==> src/rtl/fir_coeff_pkg.sv <==
// Shared command-word layout, opcodes, FSM states and status layout for the coefficient loader.
// Latency: n/a (types and constants only).
// Backpressure: n/a.
package fir_coeff_pkg;

    localparam int TOGGLE_BIT = 31;
    localparam int OP_MSB     = 30;
    localparam int ADDR_LSB   = 18;

    localparam logic [1:0] OP_WRITE  = 2'b00;
    localparam logic [1:0] OP_COMMIT = 2'b01;
    localparam logic [1:0] OP_NOP    = 2'b10;
    localparam logic [1:0] OP_CLEAR  = 2'b11;

    typedef enum logic [1:0] {
        ST_IDLE,
        ST_SETTLE,
        ST_EXEC,
        ST_SWAP_WAIT
    } state_t;

    localparam int STAT_BANK_BIT      = 31;
    localparam int STAT_PEND_BIT      = 30;
    localparam int STAT_ERR_RANGE_BIT = 29;
    localparam int STAT_ERR_OVR_BIT   = 28;

    typedef struct packed {
        logic        bank_sel;
        logic        swap_pending;
        logic        err_range;
        logic        err_overrun;
        logic [11:0] rsvd;
        logic [15:0] wr_count;
    } status_t;

endpackage

==> src/rtl/fir_coeff_cmd_decode.sv <==
// Toggle edge detect on the host command word, then capture after a settle cycle.
// Latency: cmd_valid is high two cycles after the toggle edge is first sampled.
// Backpressure: none; the FSM consumes toggles and requests captures itself.
module fir_coeff_cmd_decode
    import fir_coeff_pkg::*;
#(
    parameter int COEFF_W = 18,
    parameter int ADDR_W  = 11
) (
    input  logic               clk,
    input  logic               rst_n,
    input  logic [31:0]        cmd_word,
    input  logic               consume,
    input  logic               capture,
    output logic               new_cmd,
    output logic               cmd_valid,
    output logic [1:0]         cmd_op,
    output logic [ADDR_W-1:0]  cmd_addr,
    output logic [COEFF_W-1:0] cmd_data
);

    logic last_toggle;

    assign new_cmd = cmd_word[TOGGLE_BIT] != last_toggle;

    // Tracking the live toggle during reset keeps a stale word from firing on release.
    always_ff @(posedge clk) begin
        if (!rst_n) begin
            last_toggle <= cmd_word[TOGGLE_BIT];
            cmd_valid   <= 1'b0;
            cmd_op      <= OP_NOP;
            cmd_addr    <= '0;
            cmd_data    <= '0;
        end else begin
            if (consume) begin
                last_toggle <= cmd_word[TOGGLE_BIT];
            end
            cmd_valid <= capture;
            if (capture) begin
                cmd_op   <= cmd_word[OP_MSB -: 2];
                cmd_addr <= cmd_word[ADDR_LSB +: ADDR_W];
                cmd_data <= cmd_word[COEFF_W-1:0];
            end
        end
    end

endmodule

==> src/rtl/fir_coeff_load_ctrl.sv <==
// Executes host coefficient commands into the shadow bank and swaps banks at frame sync.
// Latency: coeff_we three cycles after the toggle edge is sampled; bank_sel one cycle after sync.
// Backpressure: none; commands arriving while a swap is pending are dropped and flagged.
module fir_coeff_load_ctrl
    import fir_coeff_pkg::*;
#(
    parameter int COEFF_W = 18,
    parameter int ADDR_W  = 11,
    parameter int NCOEFF  = 1024
) (
    input  logic               user_clk,
    input  logic               user_rst_n,
    input  logic [31:0]        cmd_word,
    input  logic               frame_sync,
    output logic               coeff_we,
    output logic [ADDR_W:0]    coeff_addr,
    output logic [COEFF_W-1:0] coeff_data,
    output logic               bank_sel,
    output logic [31:0]        status
);

    state_t state_q, state_d;

    logic               new_cmd, cmd_valid;
    logic [1:0]         cmd_op;
    logic [ADDR_W-1:0]  cmd_addr;
    logic [COEFF_W-1:0] cmd_data;
    logic               addr_ok;

    logic consume, capture;
    logic do_write, do_range_err, do_commit, do_clear, do_swap, do_overrun;

    logic        swap_pending_q, err_range_q, err_overrun_q;
    logic [15:0] wr_count_q;
    status_t     status_q;

    fir_coeff_cmd_decode #(
        .COEFF_W(COEFF_W),
        .ADDR_W (ADDR_W)
    ) u_decode (
        .clk      (user_clk),
        .rst_n    (user_rst_n),
        .cmd_word (cmd_word),
        .consume  (consume),
        .capture  (capture),
        .new_cmd  (new_cmd),
        .cmd_valid(cmd_valid),
        .cmd_op   (cmd_op),
        .cmd_addr (cmd_addr),
        .cmd_data (cmd_data)
    );

    assign addr_ok = {1'b0, cmd_addr} < (ADDR_W+1)'(NCOEFF);

    always_ff @(posedge user_clk) begin
        if (!user_rst_n) begin
            state_q <= ST_IDLE;
        end else begin
            state_q <= state_d;
        end
    end

    always_comb begin
        state_d = state_q;
        case (state_q)
            ST_IDLE:      if (new_cmd) state_d = ST_SETTLE;
            ST_SETTLE:    state_d = ST_EXEC;
            ST_EXEC:      state_d = (cmd_valid && cmd_op == OP_COMMIT) ? ST_SWAP_WAIT : ST_IDLE;
            ST_SWAP_WAIT: if (frame_sync) state_d = ST_IDLE;
            default:      state_d = ST_IDLE;
        endcase
    end

    // A toggle seen while waiting to swap is swallowed so the outgoing shadow bank stays frozen.
    always_comb begin
        consume      = new_cmd && (state_q == ST_IDLE || state_q == ST_SWAP_WAIT);
        capture      = state_q == ST_SETTLE;
        do_write     = state_q == ST_EXEC && cmd_valid && cmd_op == OP_WRITE && addr_ok;
        do_range_err = state_q == ST_EXEC && cmd_valid && cmd_op == OP_WRITE && !addr_ok;
        do_commit    = state_q == ST_EXEC && cmd_valid && cmd_op == OP_COMMIT;
        do_clear     = state_q == ST_EXEC && cmd_valid && cmd_op == OP_CLEAR;
        do_swap      = state_q == ST_SWAP_WAIT && frame_sync;
        do_overrun   = state_q == ST_SWAP_WAIT && new_cmd;
    end

    always_ff @(posedge user_clk) begin
        if (!user_rst_n) begin
            coeff_we       <= 1'b0;
            coeff_addr     <= '0;
            coeff_data     <= '0;
            bank_sel       <= 1'b0;
            swap_pending_q <= 1'b0;
            err_range_q    <= 1'b0;
            err_overrun_q  <= 1'b0;
            wr_count_q     <= '0;
            status_q       <= '0;
        end else begin
            coeff_we <= do_write;
            if (do_write) begin
                coeff_addr <= {~bank_sel, cmd_addr};
                coeff_data <= cmd_data;
                wr_count_q <= wr_count_q + 16'd1;
            end
            if (do_range_err) err_range_q   <= 1'b1;
            if (do_overrun)   err_overrun_q <= 1'b1;
            if (do_clear) begin
                err_range_q   <= 1'b0;
                err_overrun_q <= 1'b0;
                wr_count_q    <= '0;
            end
            if (do_commit) swap_pending_q <= 1'b1;
            if (do_swap) begin
                bank_sel       <= ~bank_sel;
                swap_pending_q <= 1'b0;
            end
            status_q <= {bank_sel, swap_pending_q, err_range_q, err_overrun_q, 12'b0, wr_count_q};
        end
    end

    assign status = status_q;

endmodule

==> config.mk <==
export PLATFORM = sky130hd
export DESIGN_NAME = fir_coeff_load_ctrl
export DESIGN_NICKNAME = d
export VERILOG_FILES = /design/src/rtl/fir_coeff_pkg.sv /design/src/rtl/fir_coeff_cmd_decode.sv /design/src/rtl/fir_coeff_load_ctrl.sv
export SDC_FILE = /design/constraint.sdc
export NUM_CORES = 1
export LEC_CHECK = 0
export CAP_MARGIN = 10
export CORE_AREA = 3 3 84 86
export DETAILED_ROUTE_END_ITERATION = 12
export DIE_AREA = 0 0 87 89
export DONT_BUFFER_PORTS = 1
export PLACE_DENSITY = 0.84
export SYNTH_ARGS = -nofsm -noshare
export SYNTH_HDL_FRONTEND = slang
export SYNTH_SLANG_ARGS = --single-unit
==> constraint.sdc <==
create_clock -name user_clk -period 2.2 [get_ports user_clk]
set_input_delay 0.55 -clock user_clk [delete_from_list [all_inputs] [get_ports user_clk]]
set_output_delay 0.55 -clock user_clk [all_outputs]
set_load 0.03 [all_outputs]
==> impl_metrics.yaml <==
worst_hold_path:
  worstHoldPathType: "input port to register"
floorplan:
  dieWidth_um: 87
  rows: 29
  die_area_mm2: 0.007743
  ioPinCount: 99
  die_h_um: 89
  core_area_mm2: 0.006350
  initial_core_util_pct: 61.00
cells_and_area:
  nets: 450
  stdcell_area_mm2: 0.004073
  area_growth_pct: 5.136
  antenna_cells: 0
  drive_gt1_share_pct: 6.522
worst_setup_path:
  cp_num_buf_inv: 1
  crit_fanout: 7
  worstPathCellList: "inv_1 > ha_1 > nand4_1 > or3_4 > or3_1 > a21oi_1"
  critPathSlowestCell: "or3_4"
  arrival_ns: 2.28
  crit_family: "simple AND/OR/NAND/NOR gates"
  cp-start-kind: "register"
  cp.required_ns: 2.49
  critPathMaxStageDelay_ns: 0.47
  worstSetupPathType: "register to register"
  end_kind: "register"
yosys:
  seq_area_frac_synth_pct: 55.04
  syn_inst: 416
  syn_area_mm2: 0.003874
  ys_types: 32
  ys_warn_count: 0
  ys_seq_elements: 106
  syn_avg_cell_area_um2: 9.312
power_and_ir_drop:
  power.density_mw_per_mm2: 996.6
  p_leak_nw: 1.481
  clkPwrFrac_pct: 26.0
  power_switching_share_pct: 28.56
  p_sw_w: 0.001159
  seqPwrFrac_pct: 54.9
  p_int_w: 0.002899
  ir_drop_mv: 0.7325
  power_frac_comb_pct: 19.1
placement:
  place_congestion: 0.8634
  port_buffers: 0
  place_hpwl_mm: 5.132
  dpl_cell_area_mm2: 0.003902
timing:
  setup_viol: 0
  fin_crit_ns: 1.983
  drv_slew: 0
  min_period_over_period_pct: 90.12
  relSlewSlack_pct: 58.67
  worst_pin_slew_ns: 0.6200
  fin_skew_ns: 0.009295
  rsz0062_at_grt: "no"
  hold_viol: 0
  max_freq_ghz: 0.5044
  timing.setup.tns_ns: 0
route:
  via_per_inst: 5.403
  drc: 0
  final_antenna_net_count: 0
  first_iter_violations: 179
  wl_mm: 7.333
  avgRoutedWirePerCell_um: 14.93
  drtPass1Iterations: 4
  vias: 2653
clock_network:
  clk_path_buf_depth: 2
  insertion_delay_ns: 0.36
  postCtsSetupRepairBufs: 0
  hold_buffers: 0
  numCtsBuffers: 9
  ctsHtreeMaxLevel: 3
  cts.repair.resized: 0
  cts_root_buf: "clkbuf_8"
  cts_tree: "built"
  cts.sinks: 106
  clkTransAtPathRegs_ns: 0.09
grt:
  grt_overflow: 0
  grtUsageTotal_pct: 19.62
  grt_pass1_vias: 2556
  grt_pass1_wl_mm: 11.87
  grt_max_degree: 53
  antenna_found_initial: 0
run_status:
  status: "finished, final reports clean"
flow_run:
  maxCapViolCount: 0
==> path summary, 6_finish.rpt <==
kind,start,endpoint,slack [ns],depth (start not counted)
setup / recovery,state_q[0],wr_count_q[15],0.22,6
hold / removal,user_rst_n,u_decode.cmd_op[1],0.26,1
setup reg to reg,state_q[0],wr_count_q[15],0.22,6
hold reg to reg,u_decode.cmd_data[2],coeff_data[2],0.46,2
==> stage by stage <==
step,cells,total power [W],worst slack [ns],hold WS (ns),utilization [%]
floorplan,427,0.002888,0.4319,0.4285,-
global placement,475,0.003008,0.3585,0.4348,61.46
detailed placement,475,0.003054,0.2607,0.4469,61.46
CTS,491,0.004092,0.2170,0.2445,64.14
global route,491,0.004276,0.01617,0.2461,64.14
finish,491,0.004059,0.2173,0.2623,64.14
==> cell usage after synthesis, drive strengths merged <==
cell / n / share of area, %
ha: 6 / 1.9
mux2i: 31 / 8.0
nand4: 4 / 0.65
nor3: 5 / 0.65
nor2b: 1 / 0.16
a21oi: 39 / 5.0
or3: 9 / 1.8
buf: 19 / 3.1
o21ai: 7 / 0.90
edfxtp: 1 / 0.78
and2: 20 / 3.2
clkbuf: 15 / 1.5
and3: 1 / 0.16
or2: 1 / 0.16
nand3: 7 / 0.90
conb: 1 / 0.097
nor2: 47 / 4.6
xor2: 1 / 0.23
nand2: 66 / 6.4
and4: 2 / 0.45
xnor2: 11 / 2.5
nor4: 4 / 0.65
a211oi: 1 / 0.19
dfxtp: 105 / 54
nor3b: 3 / 0.58
o211a: 1 / 0.26
o21bai: 1 / 0.19
inv: 7 / 0.68
==> flip-flops by register name, summed over array words and instances, names as in the netlist, 2 cells and up <==
signal	cells
coeff_addr	12
coeff_data	18
state_q	2
status	20
u_decode.cmd_addr	11
u_decode.cmd_data	18
u_decode.cmd_op	2
wr_count_q	16
==> cell usage in the layout (no fill, tap or decap), drive strengths merged <==
cell	instances
and4	2
dfxtp	105
o211a	1
nor2b	1
nor3	5
xor2	1
or2	1
nor3b	3
buf	5
nand4	4
a21oi	39
nor2	47
mux2i	31
nand2	66
o21ai	7
ha	6
and3	1
o21bai	1
a211oi	1
nor4	4
nand3	7
or3	9
xnor2	11
clkbuf	11
edfxtp	1
and2	20
clkinvlp	1
inv	8
clkinv	3
conb	12
==> cells by family (layout without fill, tap and decap cells) <==
group / Yosys count / after routing / synth area share, %
fa+ha+maj: 6 / 6 / 1.938
compound gates: 49 / 49 / 6.589
mux: 31 / 31 / 8.010
xor+xnor: 12 / 12 / 2.713
buf+inv: 41 / 28 / 5.232
other cells: 1 / 12 / 0.09681
flops: 106 / 106 / 55.04
simple gates: 170 / 170 / 20.38
==> layout make-up <==
| class | count | area, um2 |
|---|---|---|
| multi-input cells | 280 | 1585 |
| fillers | 486 | 2277 |
| flip-flops and latches | 106 | 2132 |
| inverters | 7 | 26.28 |
| repair buffers | 5 | 62.56 |
| well taps | 77 | 96.34 |
| clock buffers | 11 | 141.4 |
| clock inverters | 5 | 28.78 |
==> power by group through the flow <==
| stage | logic, W | registers [W] | clock network [W] |
|---|---|---|---|
| after floorplan | 0.000650 | 0.00224 | 0 |
| after global placement | 0.000749 | 0.00226 | 0 |
| after detailed placement | 0.000782 | 0.00227 | 0 |
| after CTS | 0.000784 | 0.00223 | 0.00108 |
| after global routing | 0.000860 | 0.00226 | 0.00116 |
| final | 0.000776 | 0.00223 | 0.00105 |
==> layer usage <==
layer  share of wire, %  up-vias  global-route usage (%)
met1                 41     1223                   21.98
met5                  0        -                       0
met3                8.7       19                   8.295
met2                 48       93                   31.54
met4                3.0        0                   11.05
li1                   -     1318                       -
(Power assumes the default switching activity.)
